==> src/rtl/mux_rr_arbiter_if.sv <==
// mux_rr_arbiter_if: bundles the per-source request bus and the registered
// output bus of mux_rr_arbiter.
//   master : the requesters plus the downstream consumer (drives req_*, out_ready)
//   slave  : the arbiter (drives req_ready, out_*, burst_trunc)
// Signals:
//   req_valid/req_last [NR_REQ]    per-source beat valid / last-beat flag
//   req_data [NR_REQ*DATA_LEN]     packed beats, source n at [n*DATA_LEN +: DATA_LEN]
//   req_ready [NR_REQ]             per-source accept, at most one bit set
//   out_valid/out_data/out_src/out_last  one-entry output register
//   out_ready                      consumer accept
//   burst_trunc                    one-cycle pulse when a burst is cut at MAX_BURST
interface mux_rr_arbiter_if #(
  parameter int NR_REQ   = 4,
  parameter int SEL_LEN  = 2,
  parameter int DATA_LEN = 2
);
  logic [NR_REQ-1:0]          req_valid;
  logic [NR_REQ-1:0]          req_last;
  logic [NR_REQ*DATA_LEN-1:0] req_data;
  logic [NR_REQ-1:0]          req_ready;
  logic                       out_valid;
  logic [DATA_LEN-1:0]        out_data;
  logic [SEL_LEN-1:0]         out_src;
  logic                       out_last;
  logic                       out_ready;
  logic                       burst_trunc;

  modport master (
    output req_valid, req_last, req_data, out_ready,
    input  req_ready, out_valid, out_data, out_src, out_last, burst_trunc
  );

  modport slave (
    input  req_valid, req_last, req_data, out_ready,
    output req_ready, out_valid, out_data, out_src, out_last, burst_trunc
  );
endinterface

==> src/rtl/mux_rr_arbiter.sv <==
// mux_rr_arbiter: round-robin arbiter in front of one key-selected data mux.
// A multi-beat burst keeps the grant until its last beat or until MAX_BURST
// beats have passed; the selected beat lands in a one-entry output register
// with a valid/ready handshake.
// Ports:
//   clk    rising-edge clock
//   rst_n  synchronous active-low reset
//   bus    mux_rr_arbiter_if.slave (request bus in, registered output bus out)
//
// state | meaning
// ------+--------------------------------------------------------------
// IDLE  | no burst open; the first valid source from ptr onward wins
// LOCK  | burst from owner in progress; only owner may be accepted
module mux_rr_arbiter #(
  parameter int NR_REQ    = 4,
  parameter int SEL_LEN   = 2,
  parameter int DATA_LEN  = 2,
  parameter int MAX_BURST = 4
) (
  input logic            clk,
  input logic            rst_n,
  mux_rr_arbiter_if.slave bus
);

  localparam int CNT_LEN = $clog2(MAX_BURST + 1);

  localparam logic [0:0] ST_IDLE = 1'b0;
  localparam logic [0:0] ST_LOCK = 1'b1;

  logic [0:0]          state_q, state_d;
  logic [SEL_LEN-1:0]  ptr_q, ptr_d;
  logic [SEL_LEN-1:0]  owner_q, owner_d;
  logic [CNT_LEN-1:0]  beat_cnt_q, beat_cnt_d;
  logic                out_valid_q, out_valid_d;
  logic [DATA_LEN-1:0] out_data_q, out_data_d;
  logic [SEL_LEN-1:0]  out_src_q, out_src_d;
  logic                out_last_q, out_last_d;
  logic                burst_trunc_q, burst_trunc_d;

  logic                can_load;
  logic                win_found;
  logic [SEL_LEN-1:0]  win_idx;
  logic [SEL_LEN-1:0]  xfer_idx;
  logic [NR_REQ-1:0]   grant;
  logic                xfer;
  logic [DATA_LEN-1:0] sel_data;
  logic                sel_last;
  logic [CNT_LEN-1:0]  cnt_inc;
  logic                hit_max;
  logic                eff_last;

  // (a + b) mod NR_REQ for b < NR_REQ; avoids a general divider.
  function automatic logic [SEL_LEN-1:0] wrap_add(input logic [SEL_LEN-1:0] a, input int b);
    int s;
    s = int'(a) + b;
    if (s >= NR_REQ) s = s - NR_REQ;
    return SEL_LEN'(s);
  endfunction

  // A beat can be loaded when the output register is empty or being drained.
  assign can_load = !out_valid_q | bus.out_ready;

  always_comb begin
    win_found = 1'b0;
    win_idx   = '0;
    for (int i = 0; i < NR_REQ; i++) begin
      if (!win_found && bus.req_valid[wrap_add(ptr_q, i)]) begin
        win_found = 1'b1;
        win_idx   = wrap_add(ptr_q, i);
      end
    end
  end

  always_comb begin
    grant    = '0;
    xfer_idx = (state_q == ST_LOCK) ? owner_q : win_idx;
    if (rst_n && can_load) begin
      if (state_q == ST_LOCK) grant[owner_q] = 1'b1;
      else if (win_found)     grant[win_idx] = 1'b1;
    end
  end

  assign bus.req_ready = grant;
  assign xfer          = |(bus.req_valid & grant);

  // Key-selected mux: source index is the key, no match yields zero.
  always_comb begin
    sel_data = '0;
    for (int n = 0; n < NR_REQ; n++) begin
      if (xfer_idx == SEL_LEN'(n)) sel_data = bus.req_data[n*DATA_LEN +: DATA_LEN];
    end
  end

  assign sel_last = bus.req_last[xfer_idx];
  assign cnt_inc  = beat_cnt_q + CNT_LEN'(1);
  assign hit_max  = (cnt_inc == CNT_LEN'(MAX_BURST));
  assign eff_last = sel_last | hit_max;

  always_comb begin
    state_d       = state_q;
    ptr_d         = ptr_q;
    owner_d       = owner_q;
    beat_cnt_d    = beat_cnt_q;
    out_valid_d   = out_valid_q;
    out_data_d    = out_data_q;
    out_src_d     = out_src_q;
    out_last_d    = out_last_q;
    burst_trunc_d = 1'b0;

    if (xfer) begin
      out_valid_d   = 1'b1;
      out_data_d    = sel_data;
      out_src_d     = xfer_idx;
      out_last_d    = eff_last;
      burst_trunc_d = hit_max & !sel_last;
      if (eff_last) begin
        // Pointer only advances at a burst end, so a truncated source
        // re-enters arbitration behind everyone else.
        state_d    = ST_IDLE;
        ptr_d      = wrap_add(xfer_idx, 1);
        beat_cnt_d = '0;
      end else begin
        state_d    = ST_LOCK;
        owner_d    = xfer_idx;
        beat_cnt_d = cnt_inc;
      end
    end else if (out_valid_q && bus.out_ready) begin
      out_valid_d = 1'b0;
    end
  end

  always_ff @(posedge clk) begin
    if (!rst_n) begin
      state_q       <= ST_IDLE;
      ptr_q         <= '0;
      owner_q       <= '0;
      beat_cnt_q    <= '0;
      out_valid_q   <= 1'b0;
      out_data_q    <= '0;
      out_src_q     <= '0;
      out_last_q    <= 1'b0;
      burst_trunc_q <= 1'b0;
    end else begin
      state_q       <= state_d;
      ptr_q         <= ptr_d;
      owner_q       <= owner_d;
      beat_cnt_q    <= beat_cnt_d;
      out_valid_q   <= out_valid_d;
      out_data_q    <= out_data_d;
      out_src_q     <= out_src_d;
      out_last_q    <= out_last_d;
      burst_trunc_q <= burst_trunc_d;
    end
  end

  assign bus.out_valid   = out_valid_q;
  assign bus.out_data    = out_data_q;
  assign bus.out_src     = out_src_q;
  assign bus.out_last    = out_last_q;
  assign bus.burst_trunc = burst_trunc_q;

endmodule

==> src/flat_wrapper.sv <==
// flat-port wrapper written by rule: the top's interface ports become plain ports
module mux_rr_arbiter_flat 
#(
  parameter int NR_REQ    = 4,
  parameter int SEL_LEN   = 2,
  parameter int DATA_LEN  = 2,
  parameter int MAX_BURST = 4
)
  (clk, rst_n, bus_req_valid, bus_req_last, bus_req_data, bus_out_ready, bus_req_ready, bus_out_valid, bus_out_data, bus_out_src, bus_out_last, bus_burst_trunc);
  mux_rr_arbiter_if #(.NR_REQ(NR_REQ), .SEL_LEN(SEL_LEN), .DATA_LEN(DATA_LEN)) bus_i ();
  input logic clk;
  input logic rst_n;
  input wire logic [$bits(bus_i.req_valid)-1:0] bus_req_valid;
  input wire logic [$bits(bus_i.req_last)-1:0] bus_req_last;
  input wire logic [$bits(bus_i.req_data)-1:0] bus_req_data;
  input wire logic [$bits(bus_i.out_ready)-1:0] bus_out_ready;
  output wire logic [$bits(bus_i.req_ready)-1:0] bus_req_ready;
  output wire logic [$bits(bus_i.out_valid)-1:0] bus_out_valid;
  output wire logic [$bits(bus_i.out_data)-1:0] bus_out_data;
  output wire logic [$bits(bus_i.out_src)-1:0] bus_out_src;
  output wire logic [$bits(bus_i.out_last)-1:0] bus_out_last;
  output wire logic [$bits(bus_i.burst_trunc)-1:0] bus_burst_trunc;
  assign bus_i.req_valid = bus_req_valid;
  assign bus_i.req_last = bus_req_last;
  assign bus_i.req_data = bus_req_data;
  assign bus_i.out_ready = bus_out_ready;
  assign bus_req_ready = bus_i.req_ready;
  assign bus_out_valid = bus_i.out_valid;
  assign bus_out_data = bus_i.out_data;
  assign bus_out_src = bus_i.out_src;
  assign bus_out_last = bus_i.out_last;
  assign bus_burst_trunc = bus_i.burst_trunc;
  mux_rr_arbiter #(.NR_REQ(NR_REQ), .SEL_LEN(SEL_LEN), .DATA_LEN(DATA_LEN), .MAX_BURST(MAX_BURST)) u_core (.clk(clk), .rst_n(rst_n), .bus(bus_i));
endmodule
==> config.mk <==
export PLATFORM = sky130hd
export DESIGN_NAME = mux_rr_arbiter_flat
export DESIGN_NICKNAME = d
export VERILOG_FILES = /design/src/rtl/mux_rr_arbiter_if.sv /design/src/rtl/mux_rr_arbiter.sv /design/src/flat_wrapper.sv
export SDC_FILE = /design/constraint.sdc
export NUM_CORES = 1
export LEC_CHECK = 0
export CAP_MARGIN = 5
export CORE_UTILIZATION = 35
export DETAILED_ROUTE_END_ITERATION = 8
export GPL_TIMING_DRIVEN = 0
export PLACE_DENSITY = 0.69
export SLEW_MARGIN = 20
export SYNTH_ARGS = -nofsm -noshare
export SYNTH_HDL_FRONTEND = slang
export SYNTH_SLANG_ARGS = --single-unit
export TNS_END_PERCENT = 10
==> constraint.sdc <==
create_clock -name clk -period 4.6 [get_ports clk]
set_input_delay 0.69 -clock clk [delete_from_list [all_inputs] [get_ports clk]]
set_output_delay 0.69 -clock clk [all_outputs]
set_load 0.01 [all_outputs]
Yosys cells after proc, flatten, opt, wreduce, memory -nomap -nowiden. Index checks and enable logic that the tools add are counted.

Register bits: 15. Bits in latches: 0. Bits in writable memories: 0. ROM bits: 0. Input port bits: 19. Output and inout port bits: 11. Word-level logic and storage cells: 99. Memories kept: 0.

Add/sub/neg operators: 10. Multiply operators: 0. Divide/modulo/power cells: 0. Magnitude comparators: 14. Equality and inequality tests: 4. Shift operators: 0. Muxes and demuxes: 39. Bitwise gates (word level): 5. Reduce and logical (&&, ||, !) cells: 18.

Operator list (count): $mux 2 (14); $lt 2x3->1 const B (7); $mux 1 (14); $ge 3x3->1 const B (4); $mux 4 (3); $bmux 1 s2 (5); $sub 2x1->2 const B (5); $logic_and 1x1->1 (7); $add 2x1->3 const B (2); $add 2x2->3 const B (2); $reduce_and 2->1 (3); $logic_not 1->1 (5); $and 4x4->4 (1); $demux 1 s2 (2); $eq 2x2->1 const B (2); $ge 2x1->1 const B (2); $reduce_or 4->1 (1); $add 3x1->3 const B (1); $eq 3x3->1 const B (1); $ge 2x3->1 const B (1); $mux 3 (1); $eq 2x1->1 const B (1); $logic_not 2->1 (1); $or 1x1->1 (2); 3 further kinds (3).

Longest topological paths before layout.
Word-level depth: 24. Depth in mapped cells: 12. Mapped depth without buffers: 11.

Worst setup path after synthesis. OpenSTA, ideal clock, no wires.

Path type: input to register. Start point: in bus_req_valid[0]. End point: reg u_core.out_data_q[1], in the netlist u_core.bus.out_data[1]. Library setup time: 78 ps. Arrival time: 2273 ps. Required time: 4522 ps. Path slack: 2249 ps. Stages: 11. Path buffers: 0. Cells stage by stage: nor2b_1 o21ba_2 o31ai_4 inv_1 ha_1 nand3b_1 a21oi_1 a21oi_1 nor2_1 a211oi_1 nor3_1.

Elaborated cells on any way between the ends: 41. Classes of those cells: order compare (2); eq/ne (3); mux (26); bitwise (1); reduce/logical (9).

RTL lines: start, declared (line flat_wrapper.sv:13) `input wire logic [$bits(bus_i.req_valid)-1:0] bus_req_valid;`; $bmux 1 s2 (line mux_rr_arbiter.sv:67) `if (!win_found && bus.req_valid[wrap_add(ptr_q, i)]) begin`; $mux 1 (implied by the code) (line mux_rr_arbiter.sv:67); $mux 1 (line mux_rr_arbiter.sv:67); $logic_not 1->1 (line mux_rr_arbiter.sv:67); $logic_and 1x1->1 (line mux_rr_arbiter.sv:67); $mux 1 (line mux_rr_arbiter.sv:67); $logic_not 1->1 (line mux_rr_arbiter.sv:67); $logic_and 1x1->1 (line mux_rr_arbiter.sv:67); $mux 1 (line mux_rr_arbiter.sv:67); $logic_not 1->1 (line mux_rr_arbiter.sv:67); $logic_and 1x1->1 (line mux_rr_arbiter.sv:67); $mux 2 * (line mux_rr_arbiter.sv:67); $mux 2 * (line mux_rr_arbiter.sv:76) `xfer_idx = (state_q == ST_LOCK) ? owner_q : win_idx;`; net u_core.xfer_idx[1] (line mux_rr_arbiter.sv:43) `logic [SEL_LEN-1:0] xfer_idx;`; $logic_not 2->1 (line mux_rr_arbiter.sv:90) `if (xfer_idx == SEL_LEN'(n)) sel_data = bus.req_data[n*DATA_LEN +: DATA_LEN];`; $mux 2 (3 in a row) (line mux_rr_arbiter.sv:90); $mux 2 * (line mux_rr_arbiter.sv:90); end signal, assigned (line mux_rr_arbiter.sv:149) `out_data_q <= out_data_d;`; end, declared (line mux_rr_arbiter.sv:35) `logic [DATA_LEN-1:0] out_data_q, out_data_d;`.

Mark *: on every way through the listed nets, which the timed path passes. The rest lies on a longest branch. The select of a mux whose other input is x is not followed. A chain may end at the register's enable or synchronous reset.

Worst setup path after layout.
Start point: in bus_req_valid[2]. End point: out bus_req_ready[2].

Longest elaborated chain between the ends: 19. Elaborated cells on any way between the ends: 30. Classes of those cells: order compare (2); mux (21); reduce/logical (7).

Ends and longest elaborated chain: $bmux 1 s2 (line mux_rr_arbiter.sv:67); $mux 1 (implied by the code) (line mux_rr_arbiter.sv:67); $mux 1 (line mux_rr_arbiter.sv:67); $logic_not 1->1 (line mux_rr_arbiter.sv:67); $logic_and 1x1->1 (line mux_rr_arbiter.sv:67); $mux 1 (line mux_rr_arbiter.sv:67); $logic_not 1->1 (line mux_rr_arbiter.sv:67); $logic_and 1x1->1 (line mux_rr_arbiter.sv:67); [... 3 more ...]; $mux 2 (line mux_rr_arbiter.sv:67); $lt 2x3->1 (implied by the code) / $ge 2x1->1 (equally long branches) (line mux_rr_arbiter.sv:79) `else if (win_found) grant[win_idx] = 1'b1;`; $logic_and 1x1->1 (implied by the code) (line mux_rr_arbiter.sv:79); $mux 1 (implied by the code) (line mux_rr_arbiter.sv:79); $demux 1 s2; $mux 4 * (line mux_rr_arbiter.sv:79); $mux 4 * (line mux_rr_arbiter.sv:78) `if (state_q == ST_LOCK) grant[owner_q] = 1'b1;`; $mux 4 * (line mux_rr_arbiter.sv:77) `if (rst_n && can_load) begin`; end, declared (line flat_wrapper.sv:17) `output wire logic [$bits(bus_i.req_ready)-1:0] bus_req_ready;`.

Mark *: on every way between the ends. The rest lies on a longest branch, timed or not. The select of a mux whose other input is x is not followed.

==> flow_summary_export.csv <==
group,metric,value,unit
status,status,"finished, final reports clean",
power,irDropWorstVdd,0.2532,mV
cells_and_area,n_antenna_cell,0,
global_routing,overflow,0,
placement,pre_cts_slack,1.143,ns
synth,ys.flop_type,"dfxtp_1",
critical_path,slowest_stage,"clkdlybuf4s50_1",
detailed_routing,firstDrtPassIters,4,
global_routing,antenna_found_initial,0,
power,total_power,714.3,uW
cts,clock-sinks,15,
critical_path,cp.arrival,2.81,ns
power,powerDensity,460.0,mW/mm^2
detailed_routing,wl_per_cell,13.52,um
global_routing,grtUsageTotal,17.28,%
synth,syn_area_per_cell,8.685,um^2
power,p_comb_share,60.5,%
critical_path,crit_type,"in2out",
synth,synthArstFlopShare,0,%
synth,synth_nets,162,
critical_path,cp.buffers_inverters,2,
cts,htree_num_levels,1,
cells_and_area,layout-drive-gt1-share,13.61,%
synth,yosysSeqAreaShare,25.24,%
die,num_io_pins,30,
sta,setup_viol,0,
sta,hold_viol,0,
hold_path,worstHoldPathType,"reg2reg",
sta,max_slew_margin,63.12,%
cells_and_area,final_nets,195,
cts,post_cts_resize_count,0,
run,drv_cap,0,
global_routing,grt_pass1_wl,4747,um
critical_path,startpoint_type,"primary input",
cts,clkLatencyLatePin,0.29,ns
cts,cts.clk_slew.worst_paths,0.10,ns
sta,tightest_slew,0.5514,ns
detailed_routing,num_vias,1136,
sta,hold_ws,0.4864,ns
cts,cts.path.max_buffers,2,
synth,synth_top_cell_by_area,"dfxtp_1",
synth,synth_commonest_cells,"nand2_1, dfxtp_1, nor2_1, a21oi_1, ha_1",
die,num_rows,20,
sta,finClkSkew,0.0007665,ns
synth,synth_area_leaders,"dfxtp_1, ha_1, nand2_1",
sta,drv_slew,0,
critical_path,cp_top_family,"buffers and inverters",
placement,io_buffers,28,
critical_path,critPathMaxStageDelay,0.64,ns
detailed_routing,totalWireLength,2879,um
cells_and_area,final_cells,213,
power,power_switching,319.6,uW
cts,tritoncts,"built",
sta,rsz0062_at_grt,"no",
sta,setup_ws,1.100,ns
sta,fin_crit_sh,76.08,%
cts,postCtsHoldBufs,0,
detailed_routing,first_iter_violations,91,
detailed_routing,viasPerCell,5.333,
critical_path,crit_path_max_fanout,7,
sta,fmaxAchievable,285.7,MHz
synth,syn-instance-count,137,
synth,yosysMostFrequentCell,"nand2_1",
die,core_area,0.003128,mm^2
critical_path,path_cells,"clkdlybuf4s50_1 > nor2b_1 > a211oi_2 > nor2_1 > o311ai_0 > a21oi_1 > clkdlybuf4s50_1",
sta,fin_tns_setup,0,ns
global_routing,grt_pass1_vias,1061,
power,seqPwrFrac,28.3,%
critical_path,cp_common_cell,"clkdlybuf4s50_1",
die,dieHeight,60.31,um
detailed_routing,ant_nets,0,
synth,synth.ff_latch_count,15,
synth,synth_warnings,0,
placement,place_congestion,0.8251,
power,p_int,394.8,uW
synth,synth_edf_count,0,
placement,dpl.cell_count,209,
die,initial_core_util,38.04,%
critical_path,end_kind,"output port",
placement,hpwl,2226,um
cts,clockRootBuffer,"clkbuf_4",
power,leakage,0.0005512,uW
cts,cts_buffers,3,
cts,post_cts_buffers,0,
synth,syn_area,0.001190,mm^2
synth,netlist.area_leader.share,25.24,%
die,die_area,0.003637,mm^2
power,p_sw_share,44.74,%
global_routing,grt_start_max_net_pins,11,
synth,yosys.cell_types.count,49,
cells_and_area,areaGrowthSynthToFinish,30.49,%
die,die_w,60.31,um
sta,min_period,3.500,ns
power,clock_power_share,11.2,%
detailed_routing,route.detailed.drc,0,
critical_path,required,3.91,ns
routing by layer:
metal | global-route usage, % | part of all wire [%] | vias to the layer above
met3 | 2.165 | 3.2 | 5
met4 | 5.980 | 1.3 | 0
met2 | 29.36 | 48 | 23
met5 | 0 | 0 | -
met1 | 22.37 | 47 | 534
li1 | - | - | 574
power by group through the flow:
stage / Clock, uW / Combinational, uW / Sequential (uW)
floorplan: 0 / 303 / 203
global placement: 0 / 421 / 202
detailed placement: 0 / 430 / 205
CTS: 80.3 / 433 / 202
global route: 85.9 / 476 / 209
finish: 80.2 / 432 / 202
cell usage in the layout, fill, tap and decap left out, types with 3 or more instances in the layout:
master,count
nor3_1,3
nor2b_1,5
a21oi_1,12
ha_1,6
nor2_1,13
nand2_1,17
inv_1,5
o21ai_0,3
clkdlybuf4s50_1,28
a211oi_1,5
nand3_1,3
clkbuf_4,3
mux2i_1,4
a31oi_1,3
dfxtp_1,15
worst reg2reg max path, delay by kind of cell (launching register included):
family                     cells  cell delay (ns)
AOI/OAI and AO/OA              5             1.06
DFF                            1             0.39
buffers and inverters          2             0.36
adders and majority gates      1             0.24
and+or+nand+nor                3             0.22
flip-flops by register name, summed over array words and instances, names as in the netlist, 2 cells and up:
| register | cells |
|---|---|
| u_core.bus.out_src | 2 |
| u_core.bus.out_data | 2 |
| u_core.owner_q | 2 |
| u_core.beat_cnt_q | 3 |
| u_core.ptr_q | 2 |
cell families (layout without fill, tap and decap cells):
kind of cell,after synthesis,count (layout),synth area share (%)
buffers and inverters,8,40,3.365
AND/OR/NAND/NOR,53,53,21.87
adder cells (fa/ha/maj),6,6,6.309
AO/OA/AOI/OAI,48,48,36.28
multiplexers,6,6,6.204
XOR/XNOR,1,1,0.7362
flip-flops,15,15,25.24
stage by stage:
stage	area, um^2	util (%)
global placement	1525	48.76
CTS	1553	49.64
detailed placement	1525	48.76
floorplan	1190	-
finish	1553	49.64
global route	1553	49.64
worst paths after layout:
| check | from | cells after the start | slack [ns] | end |
|---|---|---|---|---|
| setup / recovery | bus_req_valid[2] | 7 | 1.10 | bus_req_ready[2] |
| hold / removal | u_core.beat_cnt_q[1]$_SDFFE_PN0P_ | 2 | 0.49 | u_core.beat_cnt_q[1]$_SDFFE_PN0P_ |
| setup reg to reg | u_core.state_q$_SDFFE_PN0P_ | 11 | 2.23 | u_core.bus.out_data[1]$_SDFFE_PN0P_ |
| hold reg to reg | u_core.beat_cnt_q[1]$_SDFFE_PN0P_ | 2 | 0.49 | u_core.beat_cnt_q[1]$_SDFFE_PN0P_ |
cell type report:
type,instances,area [um^2]
Multi-Input combinational cell,114,849.6
Clock inverter,1,5.005
Timing Repair Buffer,28,280.3
Clock buffer,3,22.52
Inverter,6,25.02
Tap cell,44,55.05
Buffer,2,15.01
Fill cell,306,1575
Sequential cell,15,300.3
No activity file was read; power rests on OpenSTA's default activity.
